--- src/rtl/machine_sched_pkg.sv ---
// Shared sizing constants and types for the context scheduler.
// Widths follow the shared Machine_cpu step function.
package machine_sched_pkg;
  localparam int NCTX = 4;
  localparam int IW   = 12;
  localparam int SW   = 8;
  localparam int OW   = 25;
  localparam int CTXW = $clog2(NCTX);

  typedef logic [CTXW-1:0] ctx_t;
  typedef logic [SW-1:0]   state_t;
endpackage

--- src/rtl/machine_ctx_sched_rr_arb.sv ---
// Combinational round-robin picker.
// Searches elig starting at ptr, wrapping modulo NCTX.
module rr_arb
  import machine_sched_pkg::*;
(
  input  logic [NCTX-1:0] elig,
  input  ctx_t            ptr,
  output logic [NCTX-1:0] grant_onehot,
  output ctx_t            grant_idx,
  output logic            any
);

  logic [NCTX-1:0] rot;
  ctx_t            off_idx;

  // rot[i] is the eligibility of the context i places after ptr
  for (genvar gi = 0; gi < NCTX; gi++) begin : g_rot
    ctx_t idx;
    assign idx     = ptr + ctx_t'(gi);
    assign rot[gi] = elig[idx];
  end

  always_comb begin
    off_idx = '0;
    for (int i = NCTX - 1; i >= 0; i--) begin
      if (rot[i]) off_idx = ctx_t'(i);
    end
    grant_idx    = ptr + off_idx;
    any          = |elig;
    grant_onehot = '0;
    if (any) grant_onehot[grant_idx] = 1'b1;
  end

endmodule

--- src/rtl/machine_ctx_sched.sv ---
// Time-shares one combinational CPU step function between NCTX contexts,
// keeping a private machine state per context and one registered result slot.
module machine_ctx_sched
  import machine_sched_pkg::*;
(
  input  logic                 system1000,
  input  logic                 system1000_rst,
  input  logic [NCTX-1:0]      req_valid,
  input  logic [NCTX*IW-1:0]   req_data,
  output logic [NCTX-1:0]      req_ready,
  input  logic [NCTX-1:0]      ctx_clr,
  output logic [SW-1:0]        cpu_s,
  output logic [IW-1:0]        cpu_i,
  input  logic [SW+OW-1:0]     cpu_result,
  output logic                 res_valid,
  input  logic                 res_ready,
  output logic [OW-1:0]        res_data,
  output logic [CTXW-1:0]      res_ctx
);

  state_t          st_reg [NCTX];
  ctx_t            ptr_reg;
  logic            free;
  logic [NCTX-1:0] elig;
  logic [NCTX-1:0] grant_onehot;
  ctx_t            grant_idx;
  logic            grant_any;
  state_t          next_state;
  logic [OW-1:0]   next_out;

  assign free = !res_valid || res_ready;
  // A clearing context is masked so a clear can never race a write-back.
  assign elig = req_valid & ~ctx_clr & {NCTX{free && !system1000_rst}};

  rr_arb u_arb (
    .elig         (elig),
    .ptr          (ptr_reg),
    .grant_onehot (grant_onehot),
    .grant_idx    (grant_idx),
    .any          (grant_any)
  );

  assign req_ready  = grant_onehot;
  assign next_state = cpu_result[SW+OW-1:OW];
  assign next_out   = cpu_result[OW-1:0];

  always_comb begin
    cpu_s = st_reg[ptr_reg];
    cpu_i = '0;
    if (grant_any) begin
      cpu_s = st_reg[grant_idx];
      cpu_i = req_data[grant_idx*IW +: IW];
    end
  end

  for (genvar gi = 0; gi < NCTX; gi++) begin : g_state
    always_ff @(posedge system1000) begin
      if (system1000_rst || ctx_clr[gi]) begin
        st_reg[gi] <= '0;
      end else if (grant_onehot[gi]) begin
        st_reg[gi] <= next_state;
      end
    end
  end

  always_ff @(posedge system1000) begin
    if (system1000_rst) begin
      ptr_reg   <= '0;
      res_valid <= 1'b0;
      res_data  <= '0;
      res_ctx   <= '0;
    end else if (grant_any) begin
      ptr_reg   <= grant_idx + ctx_t'(1);
      res_valid <= 1'b1;
      res_data  <= next_out;
      res_ctx   <= grant_idx;
    end else if (res_ready) begin
      res_valid <= 1'b0;
    end
  end

endmodule

--- config.mk ---
export PLATFORM = sky130hd
export DESIGN_NAME = machine_ctx_sched
export DESIGN_NICKNAME = d
export VERILOG_FILES = /design/src/rtl/machine_sched_pkg.sv /design/src/rtl/machine_ctx_sched_rr_arb.sv /design/src/rtl/machine_ctx_sched.sv
export SDC_FILE = /design/constraint.sdc
export NUM_CORES = 1
export LEC_CHECK = 0
export ABC_AREA = 1
export CORE_UTILIZATION = 40
export CTS_CLUSTER_DIAMETER = 80
export DETAILED_ROUTE_END_ITERATION = 10
export PLACE_DENSITY = 0.84
export SETUP_SLACK_MARGIN = 0.5
export SYNTH_ARGS = -nofsm -noshare
export SYNTH_HDL_FRONTEND = slang
export SYNTH_SLANG_ARGS = --single-unit
--- constraint.sdc ---
create_clock -name system1000 -period 5.3 [get_ports system1000]
set_input_delay 0.53 -clock system1000 [delete_from_list [all_inputs] [get_ports system1000]]
set_output_delay 0.53 -clock system1000 [all_outputs]
set_load 0.005 [all_outputs]
# ---- Word level (Yosys, flattened, before mapping)
# Memory sizes are Yosys's and may differ from the RTL's. A register that Yosys moved wholly into a read port is not among the register bits.
# Index checks and enable logic that the tools add are counted.
dict set report word_totals {
  regBits 30
  mem_bits_rw 32
  out_inout_bits 52
  word_cells 81
  mem_count 1
}
dict set report op_classes {
  n_addsub 5
  n_mul 1
  magnitude_cmp 6
  shifts 1
  mux 45
  bitwise_logic 7
  n_reduce_logical 11
}
# memory words width rd rd_clocked_by_memory_dff wr line
set memory_table {}
lappend memory_table {st_reg 4 8 2 1 4 machine_ctx_sched.sv:21} ;# state_t st_reg [NCTX];
# op count
set ops {}
lappend ops {{48-bit by 7-bit indexed part select with 12-bit output} 1}
lappend ops {{8-bit 2-to-1 mux} 5}
lappend ops {{1-bit 2-to-1 mux} 27}
lappend ops {{2-bit by 3-bit less-than comparator with 1-bit output, second input constant} 5}
lappend ops {{12-bit 2-to-1 mux} 1}
lappend ops {{2-bit 2-to-1 mux} 6}
lappend ops {{4-bit AND} 2}
lappend ops {{1-bit binary-select mux with 2-bit select} 4}
lappend ops {{1-bit logical OR} 5}
lappend ops {{2-bit by 1-bit adder with 2-bit output, second input constant} 2}
lappend ops {{2-bit adder, second input constant} 2}
lappend ops {{2-bit by 2-bit multiplier with 4-bit output, second input constant} 1}
lappend ops {{4-bit 2-to-1 mux} 1}
lappend ops {{4-bit inverter} 1}
lappend ops {{1-bit OR} 4}
lappend ops {{4-bit OR reduction} 1}
lappend ops {{2-bit adder} 1}
lappend ops {{1-bit demux with 2-bit select} 1}
lappend ops {{2-bit by 1-bit >= comparator with 1-bit output, second input constant} 1}
lappend ops {{1-bit logical AND} 2}
lappend ops {{1-bit logical NOT} 2}
lappend ops {{2-bit nonzero test} 1}

# ---- Logic depth before layout (Yosys ltp)
# Gate-level depths: netlist (run 1).
dict set report logic_depth {
  depth_word 20
  mapped_depth 19
  mapped_depth_nobuf 18
}

# ---- Hierarchy
# From an unflattened synthesis (run 1), not the netlist that was laid out.
dict set report unflattened {
  hier_cells 587
  area_unflattened_um2 3967.6
}
# module instances cells_each area_per_inst_um2 seq_area_each_um2
set modules_own_cells {}
lappend modules_own_cells {machine_ctx_sched 1 525 3644.7 1601.5}
lappend modules_own_cells {rr_arb 1 62 322.8 0.0}

# ---- Least setup slack after synthesis (run 1)
# Ideal clock, no wire load.
dict set report synth_timing {
  kind {input -> register}
  start {input port ctx_clr[2]}
  end {memory st_reg[3][0] (netlist name), enable pin}
  arrival_time_ps 2587
  required_ps 4916
  slack_ps 2329
  path_stages 13
  n_path_buf 0
  cell_sequence {nor2_1 > nand3_1 > nand2_1 > nand2_1 > nand2_1 > nand2_1 > a31oi_1 > nor2_1 > ha_1 > clkinv_1 > nor2_1 > inv_1 > o21ai_0}
}
# item line
set synth_rtl {}
lappend synth_rtl {{start: declaration} machine_ctx_sched.sv:11} ;# input logic [NCTX-1:0] ctx_clr,
lappend synth_rtl {{end: declaration} machine_ctx_sched.sv:21}

# ---- Worst setup path in the final report (run 1)
dict set report layout_timing {
  start {input port system1000_rst}
  end {output port req_ready[1]}
}
dict set report layout_between {
  elab_chain_cells 15
  elab_cells_between_ends 23
  cone_classes {add/sub (1); order compare (2); mux (15); bitwise (1); reduce/logical (4)}
}
# item line
set layout_lines {}
lappend layout_lines {{start: declaration} machine_ctx_sched.sv:7} ;# input logic system1000_rst,
lappend layout_lines {{1-bit logical NOT (*)} machine_ctx_sched.sv:33} ;# assign elig = req_valid & ~ctx_clr & {NCTX{free && !system1000_rst}};
lappend layout_lines {{1-bit logical AND (*)} machine_ctx_sched.sv:33}
lappend layout_lines {{4-bit AND (*)} machine_ctx_sched.sv:33}
lappend layout_lines {{1-bit binary-select mux with 2-bit select} machine_ctx_sched_rr_arb.sv:20} ;# assign rot[gi] = elig[idx];
lappend layout_lines {{1-bit 2-to-1 mux (implied by the code)} machine_ctx_sched_rr_arb.sv:20}
lappend layout_lines {{2-bit 2-to-1 mux (3 in series)} machine_ctx_sched_rr_arb.sv:26} ;# if (rot[i]) off_idx = ctx_t'(i);
lappend layout_lines {{2-bit 2-to-1 mux (*)} machine_ctx_sched_rr_arb.sv:26}
lappend layout_lines {{2-bit adder (*)} machine_ctx_sched_rr_arb.sv:28} ;# grant_idx = ptr + off_idx;
lappend layout_lines {{named net grant_idx[0]} machine_ctx_sched.sv:26} ;# ctx_t grant_idx;
lappend layout_lines {{2-bit by 3-bit less-than comparator with 1-bit output (implied by the code) / 2-bit by 1-bit >= comparator with 1-bit output (equally long branches)} machine_ctx_sched_rr_arb.sv:31} ;# if (any) grant_onehot[grant_idx] = 1'b1;
lappend layout_lines {{1-bit logical AND (implied by the code)} machine_ctx_sched_rr_arb.sv:31}
lappend layout_lines {{1-bit 2-to-1 mux (implied by the code)} machine_ctx_sched_rr_arb.sv:31}
lappend layout_lines {{1-bit demux with 2-bit select (*)} -}
lappend layout_lines {{4-bit 2-to-1 mux (*)} machine_ctx_sched_rr_arb.sv:31}
lappend layout_lines {{end: declaration} machine_ctx_sched.sv:10} ;# output logic [NCTX-1:0] req_ready,
# Mark *: on every way through the listed nets, which the timed path passes. The rest lies on a longest branch. The select of a mux whose other input is x is not followed.

==> results of run 1 <==
[metrics by stage]
| stage | total power [mW] | hold slack (ns) |
|---|---|---|
| detailed placement | 2.01 | 0.472 |
| global route | 2.63 | 0.514 |
| floorplan | 1.48 | 0.480 |
| global placement | 1.97 | 0.462 |
| CTS | 2.42 | 0.488 |
| finish | 2.44 | 0.492 |
[final cells by class]
cell class,count,area [um2]
well taps,108,135
multi-input cells,407,1730
clock buffers,11,163
clock inverters,5,35.0
inverters,40,154
repair buffers,150,1480
fillers,756,3420
flip-flops and latches,64,1600
[worst register-to-register path: stages, from the launching register on]
cell and delay [ns]:
dfxtp_1 0.39, xnor2_1 0.31, inv_1 0.12, nand3_1 0.11, nand2_1 0.07, a31oi_1 0.18, nor2_1 0.07, ha_1 0.19
xor2_1 0.17, inv_1 0.06, nand3_1 0.09, buf_4 0.28, nand2_4 0.24, o21ai_1 0.62
[cell usage after synthesis]
master / n
nand2_2: 2
nand3_1: 31
clkinv_1: 2
buf_2: 6
edfxtp_1: 32
ha_1: 1
clkbuf_1: 23
inv_1: 35
a21oi_1: 26
and3_1: 1
and2_0: 1
xnor2_1: 1
buf_1: 2
o21bai_1: 1
xor2_1: 1
o21ai_0: 60
nand2_1: 184
inv_2: 3
a31oi_1: 1
nor2_2: 4
a211oi_1: 1
dfxtp_1: 32
nor2_1: 91
o21ai_1: 1
[where the power goes]
| part | switching, mW | total, mW | internal [mW] |
|---|---|---|---|
| clock network | 0.199 | 0.412 | 0.213 |
| registers | 0.0503 | 0.660 | 0.609 |
| logic | 0.813 | 1.37 | 0.553 |
[path summary, 6_finish.rpt]
check | start | endpoint | slack (ns) | cells after the start
worst max-delay path | system1000_rst | req_ready[1] | 0.77 | 15
worst min-delay path | res_data[12]$_SDFFE_PP0N_ | res_data[12]$_SDFFE_PP0N_ | 0.49 | 2
worst max register to register | ptr_reg[0]$_SDFFE_PP0N_ | st_reg[0][2]$_SDFFCE_PN0P_ | 2.02 | 13
worst min register to register | res_data[12]$_SDFFE_PP0N_ | res_data[12]$_SDFFE_PP0N_ | 0.49 | 2
[logic make-up after synthesis]
logic type      after synthesis  share of synthesized area, %
buf+inv                      71                          7.61
flops                        64                          44.5
fa+ha+maj                     1                         0.348
simple gates                314                          34.4
xor+xnor                      2                         0.487
compound gates               90                          12.7
[layer usage]
metal	part of all wire (%)	wire (um)
met5	0	0
met2	49	5440
met3	8.2	902
met1	42	4640
met4	0.70	78
[repair_timing]
item                                    in CTS  in global routing
resized for setup                            0                  2
hold endpoints to repair                     0                  0
buffers inserted                             0                  0
endpoints found under the setup margin       0                 15
==> reports/metrics.csv, run 1 <==
stage;metric;value;unit
outcome;outcome;completed;
setup_path;CP delay by family, top;buffers and inverters;
logic_synthesis;post-synthesis sequential area ratio;44.5;%
global_routing;gr ovfl total;0;
floorplanning;Die H;96.9;um
logic_synthesis;Yosys Warn Count;0;
detailed_routing;Initial DRC Count;275;
detailed_routing;wire per inst;14.1;um
power_and_ir_drop;pwr dens;460;mW/mm2
global_routing;Tot GR Track Use;23.0;%
logic_synthesis;syn avg cell area;6.64;um2
setup_path;critical path class;input port to output port;
setup_path;worst-path maximum fanout;27;
sta;final setup margin;0.773;ns
setup_path;slowest cell on the critical path;clkdlybuf4s50_1;
sta;f_max;221;MHz
sta;Final Cycle Share;85.4;%
logic_synthesis;area of the mapped netlist;0.00360;mm2
detailed_routing;DRC;0;
setup_path;Worst setup SP type;input port;
final_layout;area grow syn2layout;47.3;%
floorplanning;Starting Density;41.3;%
min_path;Hold Path Class;register to register;
final_layout;most frequent cells in the layout;184 x nand2_1, 143 x clkdlybuf4s50_1, 91 x nor2_1;
logic_synthesis;Gate Count Post-Synth;542;
detailed_routing;Total Routed Length;11.1;mm
placement;hpwl dp;7.99;mm
floorplanning;Core Box Area;0.00872;mm2
setup_path;Critical Path End Type;output port;
final_layout;diode count;0;
placement;dpl ws;0.660;ns
clock_network;clk buf depth;2;
sta;setup_tns;0;ns
logic_synthesis;register bit count reported by yosys;64;
global_routing;global routing usage on met3;5.85;%
detailed_routing;vias per cell;5.07;
final_layout;max reg flops;32;
floorplanning;Chip Width;96.9;um
sta;Final Setup Violations;0;
setup_path;crit-path cells;clkdlybuf4s50_1, nor2_1, nand3_1, nand2_1, nand2_1, nand2_1, nand2_1, a31oi_1, nor2_1, ha_1, clkinvlp_4, nor2_1, nand3_1, inv_2, clkdlybuf4s50_1;
placement;DP Area;0.00509;mm2
global_routing;GRT busiest layer;met2;
clock_network;clock root buffer;clkbuf_8;
logic_synthesis;share of the synthesized area in the top cell type;26.7;%
floorplanning;I/O pin cnt;144;
clock_network;Worst-path clk slew;0.07;ns
clock_network;Worst-Skew Late Latency;0.35;ns
placement;GPL Wtd Cong;0.882;
setup_path;Critical Path RT;4.77;ns
final_layout;design area;0.00530;mm2
clock_network;CTS tree;yes;
placement;Cells after DPL;769;
setup_path;CP arrival;4.00;ns
detailed_routing;first drt pass iteration count;8;
global_routing;vias in the first global route;3724;
global_routing;global-route met1 utilization;27.3;%
final_layout;final core utilization;60.8;%
sta;Final Hold Violating Endpoints;0;
sta;Slew Limit Headroom;52.3;%
clock_network;number of CTS-inserted buffers;9;
detailed_routing;Final ANT Viol Nets;0;
sta;Pins Over Slew Limit;0;
final_layout;most common cell after layout, fill and taps aside;nand2_1;
sta;post-route clock skew;0.0116;ns
floorplanning;Die ar.;0.00938;mm2
job;MaxCap Viol Count;0;
placement;PortBufs;143;
setup_path;cell mode on critical path;nand2_1;
logic_synthesis;area leader, netlist;edfxtp_1;
detailed_routing;DR vias;3978;
power_and_ir_drop;Leakage;2.35;nW
clock_network;CTS Hold Buffers Added;0;
floorplanning;FP Rows;34;
power_and_ir_drop;Peak VDD IR;230;uV
final_layout;nets;765;
clock_network;H-tree Lvls;3;
global_routing;grt met2 use;40.3;%
final_layout;share of layout cells above drive strength 1;4.87;%
global_routing;initial antenna violation count;0;
logic_synthesis;Yosys cell types;24;
logic_synthesis;top post-synthesis cells by area;edfxtp_1 27%, nand2_1 19%, dfxtp_1 18%, nor2_1 9.5%, o21ai_0 8.3%;
setup_path;Buf/Inv on CP;4;
final_layout;non-filler cells, final;785;
setup_path;max incr delay on CP;0.54;ns
sta;Min Clock Period, post-route;4.53;ns
sta;Slew @ Worst Pin;0.715;ns
clock_network;clock tree sinks;64;
global_routing;first-pass GRT wire length;17.6;mm
logic_synthesis;syn nets;635;
global_routing;largest net degree at the start of global routing;56;
sta;RSZ-0062 raised after global routing;no;
Note: power is estimated with default switching activity, not from simulation.
==> run 2, diff against run 1 <==
CAP_MARGIN = 30   (was default)
REMOVE_ABC_BUFFERS = 1   (was default)
==> reports/metrics.csv, run 2 (synthesized netlist as in run 1, its figures left out) <==
stage;metric;value;unit
outcome;outcome;completed;
final_layout;max reg flops;32;
placement;DP Area;0.00511;mm2
floorplanning;Die ar.;0.00938;mm2
clock_network;H-tree Lvls;3;
placement;hpwl dp;7.52;mm
clock_network;Worst-path clk slew;0.07;ns
clock_network;CTS tree;yes;
setup_path;Worst setup SP type;input port;
sta;Min Clock Period, post-route;4.36;ns
sta;f_max;229;MHz
sta;Slew @ Worst Pin;0.834;ns
floorplanning;Starting Density;41.3;%
global_routing;first-pass GRT wire length;17.0;mm
final_layout;nets;765;
setup_path;Critical Path RT;4.77;ns
power_and_ir_drop;Sw Ratio;42.1;%
clock_network;CTS Hold Buffers Added;0;
sta;Pins Over Slew Limit;0;
final_layout;most frequent cells in the layout;184 x nand2_1, 143 x clkdlybuf4s50_1, 91 x nor2_1;
detailed_routing;DRC;0;
setup_path;max incr delay on CP;0.54;ns
setup_path;critical path class;input port to output port;
floorplanning;I/O pin cnt;144;
power_and_ir_drop;Combinational Power Share;55.4;%
final_layout;area grow syn2layout;47.5;%
sta;Final Setup Violations;0;
detailed_routing;Total Routed Length;10.4;mm
clock_network;clock root buffer;clkbuf_8;
floorplanning;Die H;96.9;um
global_routing;largest net degree at the start of global routing;56;
min_path;Hold Path Class;register to register;
detailed_routing;vias per cell;5.08;
setup_path;worst-path maximum fanout;25;
global_routing;Tot GR Track Use;22.1;%
setup_path;CP delay by family, top;buffers and inverters;
sta;setup_tns;0;ns
power_and_ir_drop;clock group share of total power;17.4;%
setup_path;slowest cell on the critical path;clkdlybuf4s50_1;
floorplanning;Core Box Area;0.00872;mm2
global_routing;vias in the first global route;3713;
setup_path;Buf/Inv on CP;4;
sta;Slew Limit Headroom;44.4;%
floorplanning;FP Rows;34;
detailed_routing;DR vias;3987;
sta;post-route clock skew;0.00925;ns
global_routing;initial antenna violation count;0;
detailed_routing;wire per inst;13.3;um
power_and_ir_drop;Psw;1.02;mW
power_and_ir_drop;power consumption;2.42;mW
power_and_ir_drop;Peak VDD IR;328;uV
sta;Final Hold Violating Endpoints;0;
clock_network;clk buf depth;2;
floorplanning;Chip Width;96.9;um
final_layout;diode count;0;
power_and_ir_drop;sequential share of power;27.2;%
final_layout;design area;0.00531;mm2
placement;PortBufs;143;
sta;Final Cycle Share;82.3;%
setup_path;crit-path cells;clkdlybuf4s50_1, nor2_1, nand3_1, nand2_1, nand2_1, nand2_1, nand2_1, a31oi_1, nor2_1, ha_1, xor2_1, inv_1, nand3_1, buf_4, nand2_4, nand2_1, a21oi_1, clkdlybuf4s50_1;
job;MaxCap Viol Count;0;
power_and_ir_drop;Leakage;2.36;nW
detailed_routing;Final ANT Viol Nets;0;
setup_path;cell mode on critical path;nand2_1;
final_layout;most common cell after layout, fill and taps aside;nand2_1;
clock_network;clock tree sinks;64;
clock_network;number of CTS-inserted buffers;9;
clock_network;Worst-Skew Late Latency;0.34;ns
placement;GPL Wtd Cong;0.873;
setup_path;Critical Path End Type;output port;
global_routing;gr ovfl total;0;
setup_path;CP arrival;3.83;ns
final_layout;Fillers;742;
power_and_ir_drop;P_int;1.40;mW
power_and_ir_drop;pwr dens;455;mW/mm2
final_layout;share of layout cells above drive strength 1;4.58;%
detailed_routing;Initial DRC Count;215;
sta;RSZ-0062 raised after global routing;no;
detailed_routing;first drt pass iteration count;5;
-- run 2: cell count changes in the layout (fill, tap and decap cells not counted) --
cell / previous run / this run
buf_12: 0 / 1
buf_4: 7 / 6
bufinv_16: 0 / 1
clkbuf_1: 0 / 1
clkbuf_16: 1 / 0
clkinv_1: 1 / 2
clkinv_2: 1 / 2
clkinvlp_4: 1 / 0
inv_4: 2 / 1
inv_6: 1 / 0
-- run 2: metrics by stage --
stage | hold WS, ns | setup slack, ns | instances | utilization (%)
finish | 0.484 | 0.936 | 785 | 60.9
floorplan | 0.480 | 0.866 | 511 | -
global route | 0.507 | 0.655 | 785 | 60.9
CTS | 0.489 | 0.824 | 785 | 60.8
detailed placement | 0.471 | 0.860 | 769 | 58.6
global placement | 0.464 | 1.00 | 769 | 58.6
-- run 2: metal layers --
metal,global-route usage [%],part of all wire [%]
met1,25.7,40
met2,39.2,50
met3,4.26,7.1
met4,9.76,2.4
met5,0,0
-- run 2: what timing repair did --
action                                  4_1_cts  5_1_grt
setup buffers                                 0        0
endpoints found under the setup margin        0       12
hold endpoints to repair                      0        0
gates resized for setup                       0        1
-- run 2: cell type report --
type | count | area (um2) | share of cell area [%]
inverter | 40 | 150 | 2.83
sequential | 64 | 1600 | 30.2
clock buffer | 11 | 141 | 2.66
clock inverter | 5 | 55.1 | 1.04
tap | 108 | 135 | 2.55
timing repair buffer | 150 | 1500 | 28.2
multi-input combinational | 407 | 1730 | 32.6
-- run 2: path summary, 6_finish.rpt --
| check | from | to | depth (start not counted) | slack [ns] |
|---|---|---|---|---|
| min | res_data[2]$_SDFFE_PP0N_ | res_data[2]$_SDFFE_PP0N_ | 2 | 0.48 |
| max reg2reg | ptr_reg[0]$_SDFFE_PP0N_ | st_reg[0][3]$_SDFFCE_PN0P_ | 13 | 2.05 |
| max | system1000_rst | cpu_i[7] | 18 | 0.94 |
| min reg2reg | res_data[2]$_SDFFE_PP0N_ | res_data[2]$_SDFFE_PP0N_ | 2 | 0.48 |
-- run 2: worst min-delay path, delay by kind of cell, from the launching register on --
kind	cells	cell delay [ns]
AND/OR/NAND/NOR	2	0.13
flip-flops	1	0.33
-- run 2: power groups by stage --
stage / Combinational (mW) / Sequential [mW] / Clock (mW)
floorplan: 0.775 / 0.654 / 0
detailed placement: 1.33 / 0.667 / 0
CTS: 1.34 / 0.657 / 0.425
finish: 1.34 / 0.658 / 0.420
global placement: 1.30 / 0.663 / 0
global route: 1.50 / 0.667 / 0.447
==> variant 1 (flow settings as in run 1) <==
The package constant `OW` goes from 25 to 50.
--- a/src/rtl/machine_sched_pkg.sv
+++ b/src/rtl/machine_sched_pkg.sv
@@ -5,5 +5,5 @@
   localparam int IW   = 12;
   localparam int SW   = 8;
-  localparam int OW   = 25;
+  localparam int OW   = 50;
   localparam int CTXW = $clog2(NCTX);
 
Ports: changed (resized cpu_result and res_data); port bits go from 144 to 194. No check against the original RTL was run, so the function may have changed too.
==> variant 1 against run 1 <==
Via count rose by 16%. Power rose by 16%. Core utilization rose by 0.71 points. Setup slack improved by 0.19 ns. Routed wire length rose by 14%. Sequential share of layout area rose by 1.3 points. Hold slack got worse by 0.0048 ns. Sequential power rose by 32%. Clock skew fell by 0.0015 ns. Sequential cell count rose by 25. Area after synthesis rose by 23%. Final area rose by 26%. Register-to-register slack improved by 0.05 ns.
==> variant 1: results (changes against run 1) <==
[outcome]
status = complete, no violations

[synth]
synth_fa_ha_area_share_pct = 0.282  ; -0.065 points
ys_async_sr_fraction_pct = 0  ; unchanged
syn_nets = 768  ; +21%
synth_edf_count = 32  ; unchanged
syn_inst = 650  ; +20%
synth_xor_area_share_pct = 0.395  ; -0.092 points
synth_compound_area_share_pct = 13.1  ; +0.43 points
ys_types = 24  ; unchanged
seq_area_frac_synth_pct = 47.4  ; +2.9 points
synth_ff_type = dfxtp_1
yosys-top-cells-area = dfxtp_1 26%, edfxtp_1 22%, nand2_1 16%, nor2_1 12%, o21ai_0 9.5%
synth_top_cells_by_count = 185 x nand2_1, 143 x nor2_1, 84 x o21ai_0

[placement]
routabilityCongestion = 0.873  ; -0.99%
place_ws_ns = 0.991  ; +0.331 ns
dp_hpwl_um = 9220  ; +15%
numPortBuffers = 193  ; +35%
dp.cells = 952  ; +24%
dpl_cell_area_sq_um = 6450  ; +27%

[route]
met1_length_um = 4910  ; +5.8%
drtIter0Drc = 351  ; +28%
vias = 4627  ; +16%
wl_met2_um = 5960  ; +9.5%
top_layer = met4
drt_pass1_iterations = 4  ; -4
routed_wl_um = 12600  ; +14%
wl_met3_um = 1440  ; +59%
via_per_inst = 4.78  ; -5.7%

[finish]
drive_above_1_share_pct = 3.74  ; -1.1 points
multi_input_area_sq_um = 2030  ; +17%
nets = 941  ; +23%
clkCellAreaFrac_pct = 3.25  ; -0.48 points
fill_cells = 940  ; +24%
layout.nonclk_buf_share_pct = 29.9  ; +1.9 points
largest_reg_flops = 50  ; +56%
n_clock_buffer = 10  ; -1
n_all_buffers = 201  ; +34%
regArea_sq_um = 2100  ; +31%
nMultiInputCombCells = 482  ; +18%

[global_route]
use_met1_pct = 23.7  ; -3.6 points
grt_pass1_vias = 4362  ; +17%
grtUsageMet2_pct = 38.2  ; -2.1 points
grtUsageMet3_pct = 8.60  ; +2.7 points
track_usage_pct = 22.0  ; -0.98 points
grt_pass1_wl_um = 19900  ; +13%

[clocking]
cts.sinks = 89  ; +39%
clk_pin_slew_ns = 0.09  ; +0.02 ns

[worst_setup_path]
cp_slowest_stage_delay_ns = 0.52  ; -0.02 ns
critPathTopFamily = simple AND/OR/NAND/NOR gates
worstPathArrival_ns = 3.80  ; -0.20 ns
cp_max_fo = 25  ; -7.4%

[pwr]
ir_worst_vdd_mv = 0.312  ; +36%
powerDensity_nw_per_um2 = 424  ; -7.9%
leakagePower_uw = 0.00288  ; +22%

[sta]
final.setup_skew_ns = 0.0101  ; -0.00146 ns
maxSlewHeadroom_pct = 53.4  ; +1.1 points

[floorplanning]
die_area_sq_um = 11500  ; +23%

==> variant 1: cell count changes in the layout (fill, tap and decap cells not counted), moves of 2 or more <==
cell	run 1	this run
inv_4	2	0
bufinv_16	0	2
o21ai_0	60	84
clkdlybuf4s50_1	143	193
dfxtp_1	32	57
inv_2	3	5
nor2_2	4	2
nor2_1	91	143
==> variant 1: final timing paths <==
kind                                      from           end  slack, ns  cells after the start
worst min register to register    res_data[29]  res_data[29]       0.49                      2
worst min-delay path              res_data[29]  res_data[29]       0.49                      2
worst max register to register      ptr_reg[0]  st_reg[0][4]       2.07                     13
worst max-delay path            system1000_rst      cpu_s[2]       0.97                     19
==> variant 1: report_power, final <==
group / switching (uW) / total (uW) / internal [uW]
sequential: 53.8 / 870 / 817
clock: 235 / 503 / 267
combinational: 832 / 1450 / 618
total: 1120 / 2820 / 1700
==> variant 2 (config.mk and constraints of run 1) <==
Made on the original files. Make the reset (`system1000_rst`) asynchronous in one clocked block.
--- a/src/rtl/machine_ctx_sched.sv
+++ b/src/rtl/machine_ctx_sched.sv
@@ -64,5 +64,5 @@
   end
 
-  always_ff @(posedge system1000) begin
+  always_ff @(posedge system1000 or posedge system1000_rst) begin
     if (system1000_rst) begin
       ptr_reg   <= '0;
Check against the original RTL: differs if system1000_rst is asserted again (counterexample within 4 cycles, from zero or initial values and one cycle with system1000_rst high); with system1000_rst held inactive, the same outputs for 10 cycles.
==> variant 2 against run 1 <==
Area after synthesis increased by 1.2%. Final area is 0.87% higher. Clock skew is 0.0031 ns lower. Routed wire length decreased by 1.3%. Power up 36%. Via count down 4.6%. Setup slack gained 0.075 ns. Final cell count is 7.9% lower. Global-route usage increased by 0.40 points. Combinational power up 55%. Sequential cell count is 2 lower. Clock power is 10% higher.
==> variant 2: results (changes against run 1) <==
[global_route]
antenna_found_initial = 0  ; unchanged
grt_pass1_wl_um = 17500  ; -0.78%
use_met1_pct = 27.9  ; +0.52 points
grtUsageMet2_pct = 39.2  ; -1.1 points
grt_pass1_vias = 3602  ; -3.3%
track_usage_pct = 23.4  ; +0.40 points
grtUsageMet3_pct = 4.75  ; -1.1 points
grt_max_degree = 46  ; -18%

[worst_setup_path]
cp_slowest_stage_delay_ns = 0.59  ; +0.05 ns
worstPathArrival_ns = 3.92  ; -0.08 ns
cp_slowest_cell = ha_2
cp_max_fo = 27  ; unchanged

[synth]
yosys-top-cells-area = edfxtp_1 26%, dfrtp_1 21%, nand2_1 19%, o21ai_0 4.7%, nand3_1 3.8%
ys_types = 29  ; +21%
syn_nets = 570  ; -10%
syn_inst = 477  ; -12%
synth_compound_area_share_pct = 9.31  ; -3.4 points
synth_top_cells_by_count = 186 x nand2_1, 34 x o21ai_0, 33 x nor2_1
seq_area_frac_synth_pct = 47.0  ; +2.5 points
synth_xor_area_share_pct = 0.481  ; -0.0058 points
ys_async_sr_fraction_pct = 48.4  ; +48 points
muxShareOfSynthArea_pct = 3.30  ; +3.3 points
synth_fa_ha_area_share_pct = 0.343  ; -0.0042 points

[pwr]
leakagePower_uw = 0.00243  ; +3.1%
ir_worst_vdd_mv = 0.532  ; +130%

[finish]
regArea_sq_um = 1710  ; +6.9%
nMultiInputCombCells = 356  ; -13%
fill_cells = 739  ; -2.2%
multi_input_area_sq_um = 1700  ; -1.7%
inverters = 35  ; -13%
layout.nonclk_buf_share_pct = 27.2  ; -0.80 points
fin_cells = 723  ; -7.9%
clkCellAreaFrac_pct = 3.98  ; +0.25 points
n_all_buffers = 146  ; -2.7%
nets = 703  ; -8.1%
drive_above_1_share_pct = 7.32  ; +2.4 points
n_clock_buffer = 9  ; -2

[placement]
routabilityCongestion = 0.865  ; -2.0%
dp.cells = 707  ; -8.1%
dp_hpwl_um = 7800  ; -2.3%

[route]
vias = 3797  ; -4.6%
drt_pass1_iterations = 5  ; -3
detail_route.wl_per_cell_um = 15.1  ; +7.1%
wl_met2_um = 5340  ; -1.9%
drtIter0Drc = 251  ; -8.7%
met1_length_um = 4430  ; -4.5%
wl_met3_um = 753  ; -17%

[outcome]
status = complete, no violations

[sta]
final.setup_skew_ns = 0.00855  ; -0.00306 ns
worst_pin_slew_ns = 1.16  ; +0.447 ns

[clocking]
cts.sinks = 62  ; -3.1%

-- variant 2: final timing paths --
kind | depth (start not counted) | slack, ns | startpoint | endpoint
worst min-delay path | 2 | 0.47 | res_data[10] | res_data[10]
worst max register to register | 12 | 1.43 | ptr_reg[0] | st_reg[3][0]
worst min register to register | 2 | 0.47 | res_data[10] | res_data[10]
max in group asynchronous | 2 | 3.65 | system1000_rst | res_data[16]
min in group asynchronous | 2 | 0.94 | system1000_rst | res_data[18]
worst max-delay path | 15 | 0.85 | system1000_rst | req_ready[3]
-- variant 2: report_power, final --
| group | switching [uW] | internal, uW |
|---|---|---|
| logic | 1240 | 886 |
| clock network | 192 | 261 |
| registers | 87.5 | 640 |
| total | 1520 | 1790 |
-- variant 2: per-stage QoR --
step                setup slack (ns)  area [sq um]  utilization (%)
finish                         0.848          5350             61.0
global route                   0.553          5350             61.0
CTS                            0.699          5340             60.9
detailed placement             0.776          5130             58.5
global placement               0.876          5130             58.5
floorplan                       2.28          3640                -
